### src/rtl/wb_stream_master_pkg.sv
// Frame command codes, response status codes and FSM encoding for the
// byte-stream Wishbone master.
package wb_stream_master_pkg;

    localparam logic [7:0] CMD_WR     = 8'h57;
    localparam logic [7:0] CMD_RD     = 8'h52;
    localparam logic [7:0] ST_OK      = 8'h00;
    localparam logic [7:0] ST_TIMEOUT = 8'hEE;
    localparam logic [7:0] ST_BADCMD  = 8'hFF;

    typedef enum logic [2:0] {
        S_IDLE,
        S_ADDR,
        S_DATA,
        S_BUS,
        S_RESP
    } state_t;

endpackage

### src/rtl/wb_stream_master.sv
// Wishbone classic master: parses host byte frames into single 32-bit
// read/write cycles and streams back a status byte plus read data.
module wb_stream_master
    import wb_stream_master_pkg::*;
#(
    parameter int TIMEOUT_CYCLES = 255
) (
    input  logic        wb_clk_i,
    input  logic        wb_rst_i,
    input  logic [7:0]  rx_data,
    input  logic        rx_valid,
    output logic        rx_ready,
    output logic [7:0]  tx_data,
    output logic        tx_valid,
    input  logic        tx_ready,
    output logic        wbm_cyc_o,
    output logic        wbm_stb_o,
    output logic        wbm_we_o,
    output logic [3:0]  wbm_sel_o,
    output logic [31:0] wbm_adr_o,
    output logic [31:0] wbm_dat_o,
    input  logic        wbm_ack_i,
    input  logic [31:0] wbm_dat_i
);

    localparam logic [15:0] TO_LAST = 16'(TIMEOUT_CYCLES - 1);

    state_t      state, state_nxt;
    logic [1:0]  byte_idx;
    logic [1:0]  idx_nxt;
    logic [15:0] to_cnt;
    logic        is_wr;
    logic        we_r;
    logic        cyc;
    logic        data_phase;
    logic [7:0]  status;
    logic [31:0] adr_buf, dat_buf, rd_data;
    logic        rx_fire, tx_fire, bus_ack, bus_to, has_data, resp_last;

    assign rx_ready  = (state == S_IDLE) || (state == S_ADDR) || (state == S_DATA);
    assign rx_fire   = rx_valid & rx_ready;
    assign tx_fire   = tx_valid & tx_ready;
    assign bus_ack   = (state == S_BUS) && wbm_ack_i;
    // Ack takes priority over an expiring counter.
    assign bus_to    = (state == S_BUS) && !wbm_ack_i && (to_cnt == TO_LAST);
    assign has_data  = !is_wr && (status != ST_BADCMD);
    assign resp_last = tx_fire && (data_phase ? (byte_idx == 2'd3) : !has_data);
    assign idx_nxt   = byte_idx + 2'd1;

    assign wbm_cyc_o = cyc;
    assign wbm_stb_o = cyc;
    assign wbm_we_o  = cyc & we_r;
    assign wbm_sel_o = {4{cyc}};

    always_ff @(posedge wb_clk_i) begin
        if (wb_rst_i) state <= S_IDLE;
        else          state <= state_nxt;
    end

    always_comb begin
        state_nxt = state;
        case (state)
            S_IDLE: if (rx_valid)
                state_nxt = (rx_data == CMD_WR || rx_data == CMD_RD) ? S_ADDR : S_RESP;
            S_ADDR: if (rx_valid && byte_idx == 2'd3)
                state_nxt = is_wr ? S_DATA : S_BUS;
            S_DATA: if (rx_valid && byte_idx == 2'd3)
                state_nxt = S_BUS;
            S_BUS:  if (bus_ack || bus_to)
                state_nxt = S_RESP;
            S_RESP: if (resp_last)
                state_nxt = S_IDLE;
            default: state_nxt = S_IDLE;
        endcase
    end

    always_ff @(posedge wb_clk_i) begin
        if (wb_rst_i) begin
            byte_idx   <= '0;
            to_cnt     <= '0;
            is_wr      <= 1'b0;
            we_r       <= 1'b0;
            cyc        <= 1'b0;
            data_phase <= 1'b0;
            status     <= ST_OK;
            adr_buf    <= '0;
            dat_buf    <= '0;
            rd_data    <= '0;
            wbm_adr_o  <= '0;
            wbm_dat_o  <= '0;
            tx_valid   <= 1'b0;
            tx_data    <= '0;
        end else begin
            case (state)
                S_IDLE: if (rx_fire) begin
                    is_wr      <= (rx_data == CMD_WR);
                    byte_idx   <= '0;
                    data_phase <= 1'b0;
                    if (rx_data != CMD_WR && rx_data != CMD_RD) begin
                        status   <= ST_BADCMD;
                        tx_valid <= 1'b1;
                        tx_data  <= ST_BADCMD;
                    end
                end
                S_ADDR: if (rx_fire) begin
                    adr_buf[{byte_idx, 3'b000} +: 8] <= rx_data;
                    byte_idx <= idx_nxt;
                    if (byte_idx == 2'd3 && !is_wr) begin
                        cyc       <= 1'b1;
                        we_r      <= 1'b0;
                        wbm_adr_o <= {rx_data, adr_buf[23:0]};
                        to_cnt    <= '0;
                    end
                end
                S_DATA: if (rx_fire) begin
                    dat_buf[{byte_idx, 3'b000} +: 8] <= rx_data;
                    byte_idx <= idx_nxt;
                    if (byte_idx == 2'd3) begin
                        cyc       <= 1'b1;
                        we_r      <= 1'b1;
                        wbm_adr_o <= adr_buf;
                        wbm_dat_o <= {rx_data, dat_buf[23:0]};
                        to_cnt    <= '0;
                    end
                end
                S_BUS: begin
                    if (bus_ack) begin
                        cyc        <= 1'b0;
                        we_r       <= 1'b0;
                        rd_data    <= wbm_dat_i;
                        status     <= ST_OK;
                        tx_valid   <= 1'b1;
                        tx_data    <= ST_OK;
                        data_phase <= 1'b0;
                    end else if (bus_to) begin
                        cyc        <= 1'b0;
                        we_r       <= 1'b0;
                        rd_data    <= '0;
                        status     <= ST_TIMEOUT;
                        tx_valid   <= 1'b1;
                        tx_data    <= ST_TIMEOUT;
                        data_phase <= 1'b0;
                    end else begin
                        to_cnt <= to_cnt + 16'd1;
                    end
                end
                S_RESP: if (tx_fire) begin
                    // Each accepted byte loads its successor, so the next byte
                    // appears the cycle after the handshake.
                    if (!data_phase) begin
                        if (has_data) begin
                            data_phase <= 1'b1;
                            byte_idx   <= '0;
                            tx_data    <= rd_data[7:0];
                        end else begin
                            tx_valid <= 1'b0;
                        end
                    end else if (byte_idx == 2'd3) begin
                        tx_valid   <= 1'b0;
                        data_phase <= 1'b0;
                        byte_idx   <= '0;
                    end else begin
                        tx_data  <= rd_data[{idx_nxt, 3'b000} +: 8];
                        byte_idx <= idx_nxt;
                    end
                end
                default: ;
            endcase
        end
    end

endmodule

### config.mk
export PLATFORM = sky130hd
export DESIGN_NAME = wb_stream_master
export DESIGN_NICKNAME = d
export VERILOG_FILES = /design/src/rtl/wb_stream_master_pkg.sv /design/src/rtl/wb_stream_master.sv
export SDC_FILE = /design/constraint.sdc
export NUM_CORES = 1
export LEC_CHECK = 0
export CAP_MARGIN = 30
export CORE_ASPECT_RATIO = 0.7
export CORE_MARGIN = 2
export CORE_UTILIZATION = 55
export CTS_CLUSTER_DIAMETER = 150
export DETAILED_ROUTE_END_ITERATION = 10
export PLACE_DENSITY = 0.93
export SYNTH_ARGS = -nofsm -noshare
export SYNTH_HDL_FRONTEND = slang
export SYNTH_SLANG_ARGS = --single-unit
### constraint.sdc
create_clock -name wb_clk_i -period 4.8 [get_ports wb_clk_i]
set_input_delay 1.44 -clock wb_clk_i [delete_from_list [all_inputs] [get_ports wb_clk_i]]
set_output_delay 1.44 -clock wb_clk_i [all_outputs]
set_load 0.05 [all_outputs]
# Yosys cells after proc, flatten, opt, wreduce, memory -nomap -nowiden
# Cells that the tools add are included.
[word_totals]
reg_bits = 202
inputBits = 45
out_inout_bits = 81
elab_cells = 159
[classes]
addsub = 3
eq_ne = 31
shifts = 3
n_mux = 67
bitwise_logic = 3
n_reduce_logical = 37
[op_table]
columns = ["cell", "n"]
rows = [
  ["$mux 32", 6],
  ["$mux 16", 6],
  ["$bwmux 32", 2],
  ["$mux 8", 8],
  ["$pmux 32 s2", 1],
  ["$pmux 16 s3", 1],
  ["$shift 8x7->32 const A", 1],
  ["$shiftx 32x6->8", 1],
  ["$shiftx 8x7->32", 1],
  ["$pmux 8 s3", 1],
  ["$mux 1", 23],
  ["$reduce_and 7->1", 3],
  ["$mux 3", 6],
  ["$add 16x1->16 const B", 1],
  ["$eq 16x8->1 const B", 1],
  ["$eq 8x7->1 const B", 2],
  ["$ne 2x2->1 const B", 8],
  ["$ne 8x7->1 const B", 2],
  ["$pmux 8 s2", 1],
  ["$ne 3x3->1 const B", 5],
  ["$pmux 3 s5", 1],
  ["$reduce_and 5->1", 3],
  ["$ne 2x1->1 const B", 7],
  ["$mux 2", 6],
  ["21 further kinds", 47],
]

# Longest topological paths before layout
# Gate-level depths: netlist (run 1).
[depth]
word_depth = 7
mapped_depth = 9
mapped_depth_nobuf = 7

# Worst setup path before layout (run 1)
# Ideal clock, no wire load.
[synth_path]
path_kind = "in2reg"
startpoint = "in rx_data[3]"
endpoint = "reg tx_data[1]"
setup_ns = 0.119
arrival_ns = 2.812
required_ns = 4.681
setup_slack_ns = 1.869
stages = 7
n_path_buf = 2
path_cell_list = "clkbuf_1 > nand4bb_1 > o31ai_1 > a2bb2oi_1 > and2_1 > buf_4 > o221a_1"
[synth_via]
elab_chain_cells = 4
word_cells_on_any_way = 5
cone_classes = "3 x eq/ne; 2 x reduce/logical"
[synth_rtl]
columns = ["element", "line", "rtl"]
rows = [
  ["start, declared", "wb_stream_master.sv:10", "input logic [7:0] rx_data,"],
  ["$ne 8x7->1", "wb_stream_master.sv:99", "if (rx_data != CMD_WR && rx_data != CMD_RD) begin"],
  ["$logic_and 1x1->1 *", "wb_stream_master.sv:99", ""],
  ["$ne 2x1->1 (no line) *", "n/a", ""],
  ["$reduce_and 7->1 (no line) *", "n/a", ""],
  ["end signal, assigned", "wb_stream_master.sv:154", "tx_data <= rd_data[7:0];"],
  ["end signal, assigned", "wb_stream_master.sv:163", "tx_data <= rd_data[{idx_nxt, 3'b000} +: 8];"],
  ["end, declared", "wb_stream_master.sv:13", "output logic [7:0] tx_data,"],
]
# Every way passes the cells marked *; elsewhere a longest branch is shown, timed or not.
# A chain may end at the register's enable or synchronous reset.

# Final worst setup path (run 1)
[layout_path]
startpoint = "reg state[2]"
endpoint = "out rx_ready"
[layout_via]
elab_chain_cells = 3
word_cells_on_any_way = 5
cone_classes = "2 x eq/ne; 3 x reduce/logical"
[layout_rtl]
columns = ["element", "line", "rtl"]
rows = [
  ["start, declared", "wb_stream_master.sv:28", "state_t state, state_nxt;"],
  ["start signal, assigned", "wb_stream_master.sv:57", "else state <= state_nxt;"],
  ["$eq 3x1->1 / $logic_not 3->1 (equally long branches)", "wb_stream_master.sv:40", "assign rx_ready = (state == S_IDLE) || (state == S_ADDR) || (state == S_DATA);"],
  ["$logic_or 1x1->1", "wb_stream_master.sv:40", ""],
  ["$logic_or 1x1->1 *", "wb_stream_master.sv:40", ""],
  ["end, declared", "wb_stream_master.sv:12", "output logic rx_ready,"],
]
# Marks and branches as above.

==> Implementation_results.wiki, run 1 <==
{| class="wikitable"
! Metric !! Value
|-
| Number of register bits inferred by synthesis || 188
|-
| CP max stage delay || 900 ps
|-
| Total power of the final layout || 3.24 mW
|-
| Number of warnings reported in the yosys synthesis log || 0
|-
| Clock-pin slew reported for the worst setup and hold paths after clock tree synthesis || 70 ps
|-
| Top-area cell type share of the netlist area || 49.5%
|-
| CORE AREA || 13300 um^2
|-
| Setup fix buffers added after clock tree synthesis || 0
|-
| Post-route DRC || 0
|-
| Synthesized area per cell || 8.07 um^2
|-
| Worst-path cell chain || a21oi_1 > clkdlybuf4s50_1
|-
| Initial standard-cell utilization of the core || 57.2%
|-
| Worst path arrival time || 2330 ps
|-
| Cell taking the most area after synthesis || dfxtp_1
|-
| Post-synthesis cell area || 7610 um^2
|-
| Sequential cell area in the final layout || 3760 um^2
|-
| Number of CTS-inserted buffers || 17
|-
| Total routed wirelength || 20.8 mm
|-
| Capturing element type of the critical path || output pin
|-
| Number of search-and-repair iterations in the first detailed-routing pass || 6
|-
| Post-synthesis cell type count || 53
|-
| Count of cells resized by post-cts repair || 0
|-
| Number of max-cap violations || 0
|-
| I/O pin count || 126
|-
| GRT overflow || 0
|-
| Worst clock skew on the final layout || 8.87 ps
|-
| Root Buffer Master || clkbuf_16
|-
| CTS tree || yes
|-
| VDD IR-drop max || 241 uV
|-
| Peak Freq || 265 MHz
|-
| Vias/cell || 5.97
|-
| Worst rel slew slack || 28.2%
|-
| Initial antenna violation count || 0
|-
| Cells taking the most area after synthesis || dfxtp_1, nand2_1, a21oi_1
|-
| Width of the die || 145 um
|-
| H-tree levels || 4
|-
| Final hold vios || 0
|-
| Detailed-placement wirelength estimate || 13.4 mm
|-
| First-pass GRT wire length || 33.1 mm
|-
| PortBufs || 125
|-
| Class of the most critical hold timing path || flop to flop
|-
| Least-Margin Pin Slew || 1070 ps
|-
| Clock net sink count || 188
|-
| Tmin final || 3770 ps
|-
| Global-route usage over all layers || 28.2%
|-
| Post-CTS Hold Fix Bufs || 0
|-
| Fin. max-slew vios || 0
|-
| Fill cell count || 997
|-
| Proportion of register bits with asynchronous set or reset after synthesis || 0%
|-
| Count of antenna diodes in the layout || 0
|-
| Routability Congestion || 0.865
|-
| Worst-Skew Late Latency || 430 ps
|-
| Crit path required time || 3360 ps
|-
| Height of the die || 102 um
|-
| Final cell count without fillers || 1223
|-
| Remaining number of nets flagged by the antenna check after routing || 0
|-
| Commonest non-fill, non-tap cells in the layout || nand2_1, dfxtp_1, a21oi_1, clkdlybuf4s50_1, nand3_1
|-
| Result of the run || completed
|-
| WS Path Type || flop to output pin
|-
| Placed cells || 1190
|-
| Max clock buf depth || 2
|-
| Largest net degree at the start of global routing || 79
|-
| Via count of the routed design || 7296
|-
| Leakage component of the power || 3.09 nW
|-
| Number of setup violations in the final report || 0
|-
| Synthesized netlist cell count || 943
|-
| Setup repair after global routing missed its margin || false
|-
| DR iter-0 viols || 863
|-
| Summed negative setup slack over all endpoints || 0 ps
|-
| Leading cell type in the layout, fill and taps excluded || nand2_1
|-
| Category of the worst setup path launch point || flop
|-
| Standard-cell rows || 35
|-
| Synthesis-to-finish area growth || 24.9%
|-
| Worst-path cell with the longest stage delay || clkdlybuf4s50_1
|-
| Proportion of layout cells with a drive suffix above 1 || 5.68%
|-
| Fin crit share || 78.6%
|-
| Highest fanout seen on the critical path || 23
|-
| Vias in the first global route || 6590
|-
| Die Footprint || 14800 um^2
|-
| Total power per unit cell area || 341 nW/um^2
|-
| Register area share after synthesis || 49.5%
|-
| # nets final || 1077
|-
| R2R Setup Slk || 1970 ps
|-
| Net count of the mapped netlist || 995
|-
| Predominant post-synthesis flop cell || dfxtp_1
|-
| Footprint of the multi-input gates || 3470 um^2
|-
| EDFF count, synth || 0
|-
| Wirelength per Cell || 17.0 um
|-
| Finished Cell Area || 9500 um^2
|-
| Area post-placement || 8870 um^2
|}
==> cells by family after synthesis <==
logic type | synth area share, %
AOI/OAI and AO/OA | 19.4
DFF | 49.5
xor gates and xnor gates | 0.576
buffers and inverters | 5.03
muxes | 1.61
adders and majority gates | 1.15
and+or+nand+nor | 22.8
==> metal layers <==
metal	track usage (%)	vias to the layer above	routed length, um
met5	0	-	0
met4	8.51	0	383
met2	43.2	404	9250
met1	40.6	3426	9200
li1	-	3416	-
met3	5.81	50	1980
==> Yosys cell counts, types with 2 or more instances <==
master,count
xnor2_1,3
mux2i_1,10
clkbuf_1,61
nand3_1,69
ha_1,7
or2_2,2
and3b_1,2
and4_1,2
a211oi_1,5
nand2b_1,3
xor2_1,2
a311oi_1,8
o31ai_1,3
nand4_1,3
inv_1,9
buf_4,6
or3_1,12
nor2_1,65
a32oi_1,2
a2bb2oi_1,3
buf_6,2
nor3_1,6
a21oi_1,139
mux2_2,2
o21ai_0,38
dfxtp_1,188
nor3b_1,3
nor2b_1,2
buf_2,9
buf_1,2
a22oi_1,33
and3_1,6
o221a_1,6
nand2_1,202
o21a_1,2
and2_1,9
==> critical path: cells and delay by family (launching register included) <==
kind                   cells  cell delay (ps)
buffers and inverters      1              900
DFF                        1              570
AOI/OAI and AO/OA          1              430
==> cell type report <==
type                            count  share of cell area [%]
Multi-Input combinational cell    666                    36.5
Sequential cell                   188                    39.6
Inverter                            9                   0.355
Clock inverter                     15                    1.88
Timing Repair Buffer              143                    14.8
Tap cell                          185                    2.44
Clock buffer                       17                    4.48
==> sequential cells by signal, indices dropped and copies added (netlist names) <==
name,cells
wbm_adr_o,32
status,2
tx_data,8
is_wr,1
byte_idx,2
wbm_dat_o,32
dat_buf,24
tx_valid,1
we_r,1
adr_buf,32
wbm_cyc_o,1
state,3
to_cnt,16
data_phase,1
rd_data,32
==> path summary, 6_finish.rpt <==
check	start	to	cells after the start
max	state[2]$_SDFFE_PP0P_	rx_ready	2
min reg2reg	dat_buf[22]$_SDFFE_PP0P_	wbm_dat_o[22]$_SDFFE_PP0P_	2
min	dat_buf[22]$_SDFFE_PP0P_	wbm_dat_o[22]$_SDFFE_PP0P_	2
max reg2reg	state[1]$_SDFFE_PP0P_	dat_buf[22]$_SDFFE_PP0P_	5
==> per-stage QoR <==
step	worst slack (ps)	hold WS, ps	utilization [%]
floorplan	1870	432	-
global placement	1240	440	66.6
detailed placement	1150	444	66.6
CTS	1120	455	71.2
global route	1030	474	71.4
finish	1030	455	71.4
==> report_power, final <==
part | internal (mW) | switching, mW | total [mW]
clock network | 0.789 | 0.662 | 1.45
registers | 1.57 | 0.0168 | 1.59
logic | 0.0784 | 0.126 | 0.204
Note: power is estimated with default switching activity, not from simulation.
==> run 2, diff against run 1 <==
CORE_UTILIZATION = 53   (was 55)
PLACE_DENSITY = 0.9   (was 0.93)
clock period = 3.9 ns   (was 4.8 ns; I/O delays follow)
==> Implementation_results.wiki, run 2 (synthesis results as in run 1) <==
{| class="wikitable"
! Metric !! Value
|-
| Finished Cell Area || 9500 um^2 (about the same)
|-
| Highest fanout seen on the critical path || 15 (-35%)
|-
| Initial standard-cell utilization of the core || 54.5% (-2.7 points)
|-
| Number of setup violations in the final report || 0 (unchanged)
|-
| Wirelength per Cell || 16.1 um (-5.4%)
|-
| Root Buffer Master || clkbuf_16
|-
| First-pass GRT wire length || 31.8 mm (-3.8%)
|-
| VDD IR-drop max || 375 uV (+56%)
|-
| Width of the die || 147 um (+1.8%)
|-
| Number of search-and-repair iterations in the first detailed-routing pass || 5 (-1)
|-
| Vias/cell || 5.79 (-2.9%)
|-
| Peak Freq || 305 MHz
|-
| Worst-path cell chain || a21oi_1 > clkdlybuf4s50_1
|-
| Worst path arrival time || 2110 ps (-220 ps)
|-
| PortBufs || 125 (unchanged)
|-
| Leakage component of the power || 3.09 nW (about the same)
|-
| Crit path depth || 2 (unchanged)
|-
| Setup repair after global routing missed its margin || false
|-
| Fin. max-slew vios || 0 (unchanged)
|-
| Least-Margin Pin Slew || 892 ps (-182 ps)
|-
| CORE AREA || 14000 um^2 (+4.9%)
|-
| Standard-cell rows || 36 (+2.9%)
|-
| Largest net degree at the start of global routing || 75 (-5.1%)
|-
| Total power per unit cell area || 408 nW/um^2 (+20%)
|-
| Count of antenna diodes in the layout || 0 (unchanged)
|-
| Category of the worst setup path launch point || flop
|-
| Clock net sink count || 188 (unchanged)
|-
| DR iter-0 viols || 656 (-24%)
|-
| Setup fix buffers added after clock tree synthesis || 0 (unchanged)
|-
| Tmin final || 3280 ps
|-
| Global-route usage over all layers || 25.4% (-2.8 points)
|-
| CP max stage delay || 880 ps (-20 ps)
|-
| Setup WS pre-CTS || 671 ps (-476 ps)
|-
| Class of the most critical hold timing path || flop to flop
|-
| Detailed-placement wirelength estimate || 13.4 mm (-0.40%)
|-
| Worst clock skew on the final layout || 12.4 ps (+3.56 ps)
|-
| Leading cell type in the layout, fill and taps excluded || nand2_1
|-
| Worst-path cell with the longest stage delay || clkdlybuf4s50_1
|-
| Routability Congestion || 0.877 (+1.4%)
|-
| Initial antenna violation count || 0 (unchanged)
|-
| GRT overflow || 0 (unchanged)
|-
| Post-CTS Hold Fix Bufs || 0 (unchanged)
|-
| Final hold vios || 0 (unchanged)
|-
| Proportion of layout cells with a drive suffix above 1 || 6.03% (+0.35 points)
|-
| Critical path buffers and inverters || 1 (unchanged)
|-
| Max clock buf depth || 2 (unchanged)
|-
| Height of the die || 104 um (+1.8%)
|-
| Post-route DRC || 0 (unchanged)
|-
| H-tree levels || 4 (unchanged)
|-
| Via count of the routed design || 7145 (-2.1%)
|-
| # nets final || 1083 (+0.56%)
|-
| Remaining number of nets flagged by the antenna check after routing || 0 (unchanged)
|-
| Number of max-cap violations || 0 (unchanged)
|-
| Reg2Reg Depth || 5 (unchanged)
|-
| Post-route worst setup slack || 624 ps (-404 ps)
|-
| Clock-pin slew reported for the worst setup and hold paths after clock tree synthesis || 70 ps (about the same)
|-
| WS Path Type || flop to output pin
|-
| Worst rel slew slack || 40.5% (+12 points)
|-
| Die Footprint || 15300 um^2 (+3.6%)
|-
| Result of the run || completed
|-
| I/O pin count || 126 (unchanged)
|-
| Cell family contributing the most delay on the critical path || buffers and inverters
|-
| Summed negative setup slack over all endpoints || 0 ps (unchanged)
|-
| Area post-placement || 8930 um^2 (+0.66%)
|-
| Post-layout util || 68.0% (-3.4 points)
|-
| Fin crit share || 84.0%
|-
| Capturing element type of the critical path || output pin
|-
| Total routed wirelength || 19.9 mm (-4.6%)
|-
| Worst-Skew Late Latency || 430 ps (about the same)
|-
| Synthesis-to-finish area growth || 24.8% (about the same)
|-
| Crit path required time || 2730 ps (-630 ps)
|-
| CTS tree || yes
|-
| Number of CTS-inserted buffers || 17 (unchanged)
|-
| Vias in the first global route || 6480 (-1.7%)
|-
| Worst hold path depth || 2 (unchanged)
|-
| Count of cells resized by post-cts repair || 0 (unchanged)
|-
| Commonest non-fill, non-tap cells in the layout || nand2_1, dfxtp_1, a21oi_1, clkdlybuf4s50_1, nand3_1
|}
-- run 2: cell count changes in the layout (fill, tap and decap cells not counted) --
cell,previous run,this run
buf_16,1,0
bufinv_16,2,1
inv_6,2,3
inv_8,5,3
clkinvlp_4,3,2
buf_4,18,25
clkinv_2,1,2
clkbuf_1,0,2
-- run 2: worst register-to-register path: stages (launching register included) --
cell      delay, ps
dfxtp_1         620
nand2b_1        450
nor2_1          800
and3_1          510
nand3_1         210
a21oi_1         150
-- run 2: stage by stage --
step | hold WS, ps | instances | power (mW)
floorplan | 432 | 943 | 2.14
global placement | 441 | 1202 | 2.24
detailed placement | 446 | 1202 | 2.25
CTS | 456 | 1234 | 3.88
global route | 472 | 1234 | 3.98
finish | 453 | 1234 | 3.88
-- run 2: metal layers --
layer  GRT usage [%]  share of wire [%]  up-vias
met2            39.0                 45      338
met4            7.35                1.5        0
met1            35.3                 44     3340
met5               0                  0        -
li1                -                  -     3436
met3            6.75                9.6       31
-- run 2: layout make-up --
type | count | area, um^2
Sequential cell | 188 | 3760
Inverter | 9 | 33.8
Multi-Input combinational cell | 666 | 3470
Timing Repair Buffer | 149 | 1430
Fill cell | 1121 | 4470
Clock buffer | 19 | 433
Tap cell | 190 | 238
Clock inverter | 13 | 133
-- run 2: final timing paths --
path                            startpoint                         end  slack (ps)
setup reg to reg     state[1]$_SDFFE_PP0P_     dat_buf[2]$_SDFFE_PP0P_        1080
setup / recovery     state[1]$_SDFFE_PP0P_                    rx_ready         620
hold reg to reg   adr_buf[19]$_SDFFE_PP0P_  wbm_adr_o[19]$_SDFFE_PP0P_         450
hold / removal    adr_buf[19]$_SDFFE_PP0P_  wbm_adr_o[19]$_SDFFE_PP0P_         450
-- run 2: report_power, final --
group | leakage (nW) | switching (mW) | internal (mW) | total [mW]
clock | 0.274 | 0.771 | 0.899 | 1.67
sequential | 1.52 | 0.0135 | 1.93 | 1.95
combinational | 1.30 | 0.157 | 0.100 | 0.258
